`config.mk`:
```
export PLATFORM = sky130hd
export DESIGN_NAME = lsu_mem_initiator
export DESIGN_NICKNAME = d
export VERILOG_FILES = /design/src/rtl/lsu_mem_initiator.sv
export SDC_FILE = /design/constraint.sdc
export NUM_CORES = 1
export LEC_CHECK = 0
export ABC_AREA = 1
export CORE_MARGIN = 5
export CORE_UTILIZATION = 50
export CTS_BUF_LIST = sky130_fd_sc_hd__clkbuf_2 sky130_fd_sc_hd__clkbuf_4 sky130_fd_sc_hd__clkbuf_8
export DETAILED_ROUTE_END_ITERATION = 12
export PLACE_DENSITY = 0.89
export SETUP_SLACK_MARGIN = 0.02
export SLEW_MARGIN = 15
export SYNTH_ARGS = -nofsm -noshare
export SYNTH_HDL_FRONTEND = slang
export SYNTH_SLANG_ARGS = --single-unit
```
`constraint.sdc`:
```
create_clock -name clk -period 3.5 [get_ports clk]
set_clock_uncertainty 0.2 [all_clocks]
set_input_delay 0.525 -clock clk [delete_from_list [all_inputs] [get_ports clk]]
set_output_delay 0.525 -clock clk [all_outputs]
set_load 0.05 [all_outputs]
```
`src/rtl/lsu_mem_initiator.sv`:
```
// Load/store initiator between the RV32I execute stage and a word-addressed data bus.
// Decodes funct3 into byte strobes and lane-replicated write data, and aligns/extends load data.
module lsu_mem_initiator #(
  parameter int DATA_WIDTH = 32,
  parameter int ADDR_WIDTH = 32,
  parameter int TIMEOUT    = 16
) (
  input  logic                  clk,
  input  logic                  reset,
  // Request handshake: a request transfers on a rising edge where req_valid && req_ready.
  // req_ready is high only in IDLE. The response is a single-cycle resp_valid pulse, no backpressure.
  input  logic                  req_valid,
  output logic                  req_ready,
  input  logic                  req_we,
  input  logic [2:0]            req_funct3,
  input  logic [ADDR_WIDTH-1:0] req_addr,
  input  logic [DATA_WIDTH-1:0] req_wdata,
  output logic                  resp_valid,
  output logic [DATA_WIDTH-1:0] resp_rdata,
  output logic [1:0]            resp_err,
  output logic                  mem_req,
  output logic                  mem_we,
  output logic [ADDR_WIDTH-1:0] mem_addr,
  output logic [3:0]            mem_wstrb,
  output logic [DATA_WIDTH-1:0] mem_wdata,
  input  logic                  mem_gnt,
  input  logic                  mem_rvalid,
  input  logic [DATA_WIDTH-1:0] mem_rdata,
  output logic [1:0]            dbg_state
);

  typedef enum logic [1:0] {
    S_IDLE  = 2'd0,
    S_ISSUE = 2'd1,
    S_WAIT  = 2'd2,
    S_RESP  = 2'd3
  } state_t;

  localparam logic [1:0] ERR_OK        = 2'b00;
  localparam logic [1:0] ERR_MISALIGN  = 2'b01;
  localparam logic [1:0] ERR_ILLEGAL   = 2'b10;
  localparam logic [1:0] ERR_TIMEOUT   = 2'b11;
  localparam logic [7:0] WAIT_LAST     = 8'(TIMEOUT - 1);

  state_t                  state;
  logic [7:0]              wait_cnt;
  logic                    cap_we;
  logic [2:0]              cap_funct3;
  logic [1:0]              cap_addr_lo;

  logic                    req_illegal;
  logic                    req_misaligned;
  logic [3:0]              req_strb;
  logic [DATA_WIDTH-1:0]   req_bus_wdata;
  logic [7:0]              load_byte;
  logic [15:0]             load_half;
  logic [DATA_WIDTH-1:0]   load_data;

  assign dbg_state = state;

  // Classification of the incoming request; illegal outranks misaligned at the use site.
  always_comb begin
    req_illegal    = 1'b0;
    req_misaligned = 1'b0;
    case (req_funct3)
      3'b000:         req_illegal = 1'b0;
      3'b001, 3'b010: req_illegal = 1'b0;
      3'b100, 3'b101: req_illegal = req_we;
      default:        req_illegal = 1'b1;
    endcase
    if (req_funct3[1:0] == 2'b01)
      req_misaligned = req_addr[0];
    else if (req_funct3[1:0] == 2'b10)
      req_misaligned = (req_addr[1:0] != 2'b00);
  end

  // Strobes and lane-replicated data; loads drive neither.
  always_comb begin
    req_strb      = 4'b0000;
    req_bus_wdata = '0;
    if (req_we) begin
      case (req_funct3[1:0])
        2'b00: begin
          req_strb      = 4'b0001 << req_addr[1:0];
          req_bus_wdata = {4{req_wdata[7:0]}};
        end
        2'b01: begin
          req_strb      = req_addr[1] ? 4'b1100 : 4'b0011;
          req_bus_wdata = {2{req_wdata[15:0]}};
        end
        default: begin
          req_strb      = 4'b1111;
          req_bus_wdata = req_wdata;
        end
      endcase
    end
  end

  // Load alignment and extension from the captured funct3 and low address bits.
  always_comb begin
    load_byte = mem_rdata[{cap_addr_lo, 3'b000} +: 8];
    load_half = cap_addr_lo[1] ? mem_rdata[31:16] : mem_rdata[15:0];
    load_data = '0;
    if (!cap_we) begin
      case (cap_funct3)
        3'b000:  load_data = {{24{load_byte[7]}}, load_byte};
        3'b100:  load_data = {24'd0, load_byte};
        3'b001:  load_data = {{16{load_half[15]}}, load_half};
        3'b101:  load_data = {16'd0, load_half};
        default: load_data = mem_rdata;
      endcase
    end
  end

  always_ff @(posedge clk) begin
    if (reset) begin
      state       <= S_IDLE;
      wait_cnt    <= 8'd0;
      cap_we      <= 1'b0;
      cap_funct3  <= 3'b000;
      cap_addr_lo <= 2'b00;
      req_ready   <= 1'b1;
      resp_valid  <= 1'b0;
      resp_rdata  <= '0;
      resp_err    <= ERR_OK;
      mem_req     <= 1'b0;
      mem_we      <= 1'b0;
      mem_addr    <= '0;
      mem_wstrb   <= 4'b0000;
      mem_wdata   <= '0;
    end else begin
      case (state)
        S_IDLE: begin
          if (req_valid) begin
            cap_we      <= req_we;
            cap_funct3  <= req_funct3;
            cap_addr_lo <= req_addr[1:0];
            req_ready   <= 1'b0;
            if (req_illegal || req_misaligned) begin
              state      <= S_RESP;
              resp_valid <= 1'b1;
              resp_rdata <= '0;
              resp_err   <= req_illegal ? ERR_ILLEGAL : ERR_MISALIGN;
            end else begin
              state     <= S_ISSUE;
              mem_req   <= 1'b1;
              mem_we    <= req_we;
              mem_addr  <= {req_addr[ADDR_WIDTH-1:2], 2'b00};
              mem_wstrb <= req_strb;
              mem_wdata <= req_bus_wdata;
            end
          end
        end
        S_ISSUE: begin
          // No timeout here: the bus may stall the grant indefinitely.
          if (mem_gnt) begin
            state    <= S_WAIT;
            mem_req  <= 1'b0;
            wait_cnt <= 8'd0;
          end
        end
        S_WAIT: begin
          if (mem_rvalid) begin
            state      <= S_RESP;
            resp_valid <= 1'b1;
            resp_rdata <= load_data;
            resp_err   <= ERR_OK;
          end else if (wait_cnt == WAIT_LAST) begin
            state      <= S_RESP;
            resp_valid <= 1'b1;
            resp_rdata <= '0;
            resp_err   <= ERR_TIMEOUT;
          end else begin
            wait_cnt <= wait_cnt + 8'd1;
          end
        end
        S_RESP: begin
          state      <= S_IDLE;
          resp_valid <= 1'b0;
          req_ready  <= 1'b1;
        end
        default: state <= S_IDLE;
      endcase
    end
  end

endmodule
```
==> metrics, run 1 <==
status=finished, final reports clean; Clk pwr share=0.236; setup bufs post-CTS=0; max cap viols=0; hold depth=2; cell count after placement=~1.2k; initial antenna violation count=0; fillers=just under 900; Nets=~1.2k; # diodes=0; initial core utilization=0.515; total internal power=3.33 mW; syn_area_per_cell=6.56 um^2; post-route minimum period=approximately 2500 ps; min-delay worst type=reg -> reg; post_cts resized=0; post-DP HPWL=13400 um; Warnings, synthesis=0; final worst-path setup slack=1010 ps; Post-Route WL=18700 um; Pwr per Cell Area=688 nW/um^2; final std cells w/o fill=1251; first-pass GRT wire length=30200 um; max_slew headroom=0.410; port buffer count=210; top cells by area, synth=dfxtp_1 40%, nand2_1 15%, nor2_1 9.5%, a21oi_1 9.0%, inv_1 5.6%; r2r startpoint=dbg_state[0]; CTS tree=built; Worst R2R End=resp_rdata[5]; IO Count=approximately 210; worst slew pin tran=between 800 and 900 ps; crit path max fanout=27; commonest non-fill, non-tap cell in the layout=nand2_1; CP required=3640 ps; cts bufs inserted=17; num rows=39; CTS root buf=clkbuf_8; Clk pin slew, worst setup/hold paths=70 ps; Post-Place Worst Slack=approximately 660 ps; First-pass DRT Iterations=5; ANT nets after route=0; static leakage=~3.6 nW; Synth area leader=dfxtp_1; Max VDD drop=0.000367 V; DRC Markers=0; CP endpoint kind=register; CP Class=reg -> reg; Unique masters post-synth=31; startpoint types=register; Wirelength per Cell=15.0 um; die area=between 10000 and 15000 um^2; area growth from synthesis to final layout=43.1%; P_sw=2.51 mW; Critical Path AT=2630 ps; 1st-iter DRT viols=slightly below 500; Die Width=between 100 and 150 um; routed vias/inst=5.15; vias after detailed routing=6447; switching part of the total power=0.429; vias in the first global route=roughly 6k; Global Route Usage Sum=0.263; Gate Count Post-Synth=904; Final Hold Viols=0; Hold Path End=resp_valid; Area after DPL=~8000 um^2; most frequent cells in the layout=237 x nand2_1, 209 x clkdlybuf4s50_1, 150 x nor2_1; synthesis-stage register bit count=120; Comb power frac=0.470; GPL Wtd Cong=0.964; core area=roughly 12000 um^2; hold_sp=resp_valid; Slew Limit Fails=0; total gr overflow=0; share of cells above drive strength 1=0.0578; CTS Sinks=120; clk_lat worst skew=450 ps; total power=5.84 mW; Setup TNS=0 ps; Final Cycle Share=0.711; FMAX=402 MHz; Flop pwr share=0.294; post-synthesis sequential area ratio=0.405; die height=119 um; R2R setup slack=1010 ps; RSZ-0062 raised after global routing=false; cts-stage hold buffer count=0; final instance area=8490 um^2; FF-to-FF path depth=10; pin count of the biggest net entering global routing=75; H-tree depth=4; Longest Clk Path Bufs=2; Cell Area, Synth=approximately 5900 um^2; share of the synthesized area in the top cell type=0.405; Setup violations, final=0
==> power groups by stage <==
stage	clock network [mW]	registers [mW]	logic, mW
after detailed placement	0	1.74	2.72
final	1.38	1.72	2.75
after CTS	1.39	1.72	2.75
after global routing	1.47	1.74	3.01
after global placement	0	1.74	2.70
after floorplan	0	2.40	1.30
==> kinds of logic (layout without fill, tap and decap cells) <==
kind of cell               Yosys count  in the layout  synth area share
AOI/OAI and AO/OA                  202            202             0.182
and+or+nand+nor                    429            429             0.292
other                                1              2          0.000632
xor gates and xnor gates             1              1           0.00148
adders and majority gates            6              6            0.0127
DFF                                120            120             0.405
buffers and inverters              145            348             0.106
==> sequential cells by signal (all words and copies together) (netlist names) <==
signal	flops
cap_addr_lo	2
cap_funct3	3
cap_we	1
dbg_state	2
mem_addr	30
mem_req	1
mem_wdata	32
mem_we	1
mem_wstrb	4
req_ready	1
resp_err	2
resp_rdata	32
resp_valid	1
wait_cnt	8
==> cells in the mapped netlist <==
cell	number
buf_4	7
clkbuf_1	24
dfxtp_1	120
clkinv_1	1
ha_1	6
inv_1	88
buf_1	1
nand3b_1	9
nand3_2	3
conb_1	1
clkbuf_2	1
o21bai_1	4
inv_2	6
nor2_1	150
nand4_1	6
nand2_2	5
o22ai_1	9
nand3_1	14
buf_2	11
nand2_1	237
o21ai_4	1
a21oi_1	107
o21ai_0	65
nor2_4	3
o21a_1	2
o211ai_1	10
buf_6	6
a31oi_1	4
nor3_1	1
xnor2_1	1
or2_2	1
==> worst max path at each step <==
stage | start | end | slack (ps) | depth (start not counted)
finish | dbg_state[0] | resp_rdata[5] | 1010 | 10
floorplan | dbg_state[0] | resp_rdata[7] | 1190 | 11
detailed placement | req_funct3[1] | mem_wdata[11] | 660 | 10
CTS | dbg_state[0] | resp_rdata[5] | 1030 | 10
global placement | req_funct3[0] | mem_wdata[15] | 770 | 10
global route | dbg_state[0] | resp_rdata[5] | 710 | 10
==> through the flow <==
step	util	hold slack (ps)
floorplan	-	241
global placement	0.699	234
detailed placement	0.699	245
CTS	0.737	254
global route	0.737	281
finish	0.737	251
==> per-layer routing <==
| layer | routed length [um] | part of all wire | global-route usage |
|---|---|---|---|
| met5 | 0 | 0 | 0 |
| met3 | 2010 | 0.11 | 0.105 |
| met2 | 9010 | 0.48 | 0.440 |
| met4 | 456 | 0.024 | 0.106 |
| met1 | 7270 | 0.39 | 0.301 |
==> cell type report <==
class / instances / area (um^2) / area share
clock inverter: 7 / 113 / 0.0133
tap: 143 / 179 / 0.0211
multi-input combinational: 640 / 2900 / 0.342
timing repair buffer: 221 / 2200 / 0.260
sequential: 120 / 2400 / 0.283
inverter: 95 / 357 / 0.0420
clock buffer: 25 / 332 / 0.0391
==> worst max-delay path, cell delays in order (launching register included) <==
cell and delay [ps]:
dfxtp_1 380, inv_1 110, ha_1 300, nand2_1 120
inv_1 70, nand2_1 640, inv_1 180, o21ai_0 120
a21oi_1 60, a21oi_1 150, nor2_1 60
Power figures use the tool's default switching activity.
==> inputs of run 2 (changes only) <==
Settings changed: CORE_UTILIZATION 50 to 47, PLACE_DENSITY 0.89 to 0.84.
Clock period 3.5 ns to 2.35 ns, I/O delays scaled along.
==> run 2 against run 1 <==
Against the previous run:
- worst hold slack worse by 170 ps
- register-to-register slack worse by 780 ps
- core utilization is 4.7 points lower
- combinational power is 53% higher
- total power is 50% higher
- sequential share of layout area is 0.49 points lower
- clock power is 41% higher
- final area is 1.8% higher
- die area is 5.8% higher
==> metrics, run 2 (synthesized netlist as in run 1, its figures left out) <==
delay-heaviest family, CP=buffers and inverters; num rows=41 (+5.1%); pin count of the biggest net entering global routing=47 (-37%); port buffer count=210 (unchanged); cts bufs inserted=17 (unchanged); core area=12500 um^2 (+8.7%); switching part of the total power=0.431 (+0.00174); Longest Clk Path Bufs=2 (unchanged); GPL Wtd Cong=0.939 (-2.5%); P_sw=3.77 mW (+50%); total gr overflow=0 (unchanged); post-DP HPWL=13800 um (+3.4%); Final Cycle Share=0.942; startpoint types=register; post_cts resized=0 (unchanged); routed vias/inst=5.00 (-3.0%); Die Width=122 um (+2.9%); share of cells above drive strength 1=0.0703 (+0.0126); CP required=1800 ps (-1840 ps); first-pass GRT wire length=29300 um (-2.8%); vias in the first global route=6189 (+1.1%); area growth from synthesis to final layout=45.6%; hold_sp=reset; crit-path max cell delay=870 ps (+230 ps); 1st-iter DRT viols=405 (-18%); Global Route Usage Sum=0.249 (-0.0145); Max VDD drop=0.000577 V (+57%); final instance area=8640 um^2 (+1.8%); CP Class=reg -> out; IO Count=213 (unchanged); die area=15000 um^2 (+5.8%); RSZ-0062 raised after global routing=false; static leakage=3.72 nW (+2.0%); Clk pwr share=0.223 (-0.013); FMAX=452 MHz; Pwr per Cell Area=1010 nW/um^2 (+47%); critical path buffer and inverter count=1 (-2); r2r startpoint=dbg_state[0]; Clk pin slew, worst setup/hold paths=70 ps (about the same); die height=122 um (+2.9%); crit path max fanout=2 (-93%); status=finished, final reports clean; Flop pwr share=0.294 (about the same); Nets=1222 (+1.3%); largest registers=mem_wdata x32, resp_rdata x32, mem_addr x30; Area after DPL=8230 um^2 (+2.3%); CTS Sinks=120 (unchanged); # diodes=0 (unchanged); max_slew headroom=0.601 (+0.191); clk_lat worst skew=450 ps (about the same); final worst-path setup slack=136 ps (-875 ps); CP cell instances=clkdlybuf4s50_1; H-tree depth=4 (unchanged); min-delay worst type=in -> reg; setup bufs post-CTS=0 (unchanged); CTS root buf=clkbuf_8; CTS tree=built; cts-stage hold buffer count=0 (unchanged); total internal power=4.97 mW (+49%); Setup TNS=0 ps (unchanged); DRC Markers=0 (unchanged); commonest non-fill, non-tap cell in the layout=nand2_1; First-pass DRT Iterations=5 (unchanged); Comb power frac=0.483 (+0.013); Critical Path AT=1660 ps (-970 ps); CP endpoint kind=primary output; Final Hold Viols=0 (unchanged); initial core utilization=0.474 (-0.0412); initial antenna violation count=0 (unchanged); Slew Limit Fails=0 (unchanged); hold slack=80.1 ps (-171 ps); Wirelength per Cell=14.6 um (-2.9%); R2R setup slack=230 ps (-780 ps); Post-Place Worst Slack=2.41 ps (-655 ps); Post-Route WL=18800 um (+0.57%); slowest cell on the critical path=clkdlybuf4s50_1; Critical Path Start=mem_req; most frequent cells in the layout=237 x nand2_1, 209 x clkdlybuf4s50_1, 150 x nor2_1; Setup violations, final=0 (unchanged); vias after detailed routing=6473 (+0.40%); post-route minimum period=2210 ps; worst slew pin tran=596 ps (-288 ps); ANT nets after route=0 (unchanged); max cap viols=0 (unchanged)
[run 2: per-layer routing]
metal,part of all wire,up-vias,wire (um),global-route usage
met2,0.47,279,8800,0.416
met3,0.11,30,2040,0.0949
met5,0,-,0,0
li1,-,3278,-,-
met4,0.019,0,351,0.101
met1,0.41,2886,7650,0.285
[run 2: worst paths after layout]
| check | endpoint | cells after the start |
|---|---|---|
| setup / recovery | mem_req | 1 |
| hold / removal | req_ready | 3 |
| setup reg to reg | resp_rdata[14] | 9 |
| hold reg to reg | mem_req | 2 |
[run 2: power groups by stage]
stage / Combinational, mW / Sequential, mW / Clock [mW]
after detailed placement: 4.19 / 2.61 / 0
after CTS: 4.21 / 2.57 / 1.98
after global routing: 4.56 / 2.61 / 2.07
after floorplan: 1.94 / 3.57 / 0
after global placement: 4.15 / 2.60 / 0
final: 4.22 / 2.57 / 1.95
[run 2: final cells by class]
| class | instances | area (um^2) |
|---|---|---|
| Clock buffer | 22 | 290 |
| Multi-Input combinational cell | 640 | 2900 |
| Timing Repair Buffer | 237 | 2350 |
| Tap cell | 172 | 215 |
| Clock inverter | 9 | 123 |
| Fill cell | 1049 | 3880 |
| Inverter | 95 | 357 |
| Sequential cell | 120 | 2400 |
[run 2: metrics by stage]
stage | instances | utilization | total power, mW
2_1_floorplan | 905 | - | 5.51
3_3_place_gp | 1264 | 0.657 | 6.76
3_5_place_dp | 1264 | 0.657 | 6.80
4_1_cts | 1295 | 0.690 | 8.76
5_1_grt | 1295 | 0.690 | 9.25
6_report | 1295 | 0.690 | 8.74
==> inputs of run 3 (changes only) <==
Settings changed: SLEW_MARGIN 15 to default.
==> results of run 3 <==
Final layout, timing and power as in run 2 (identical DEF).
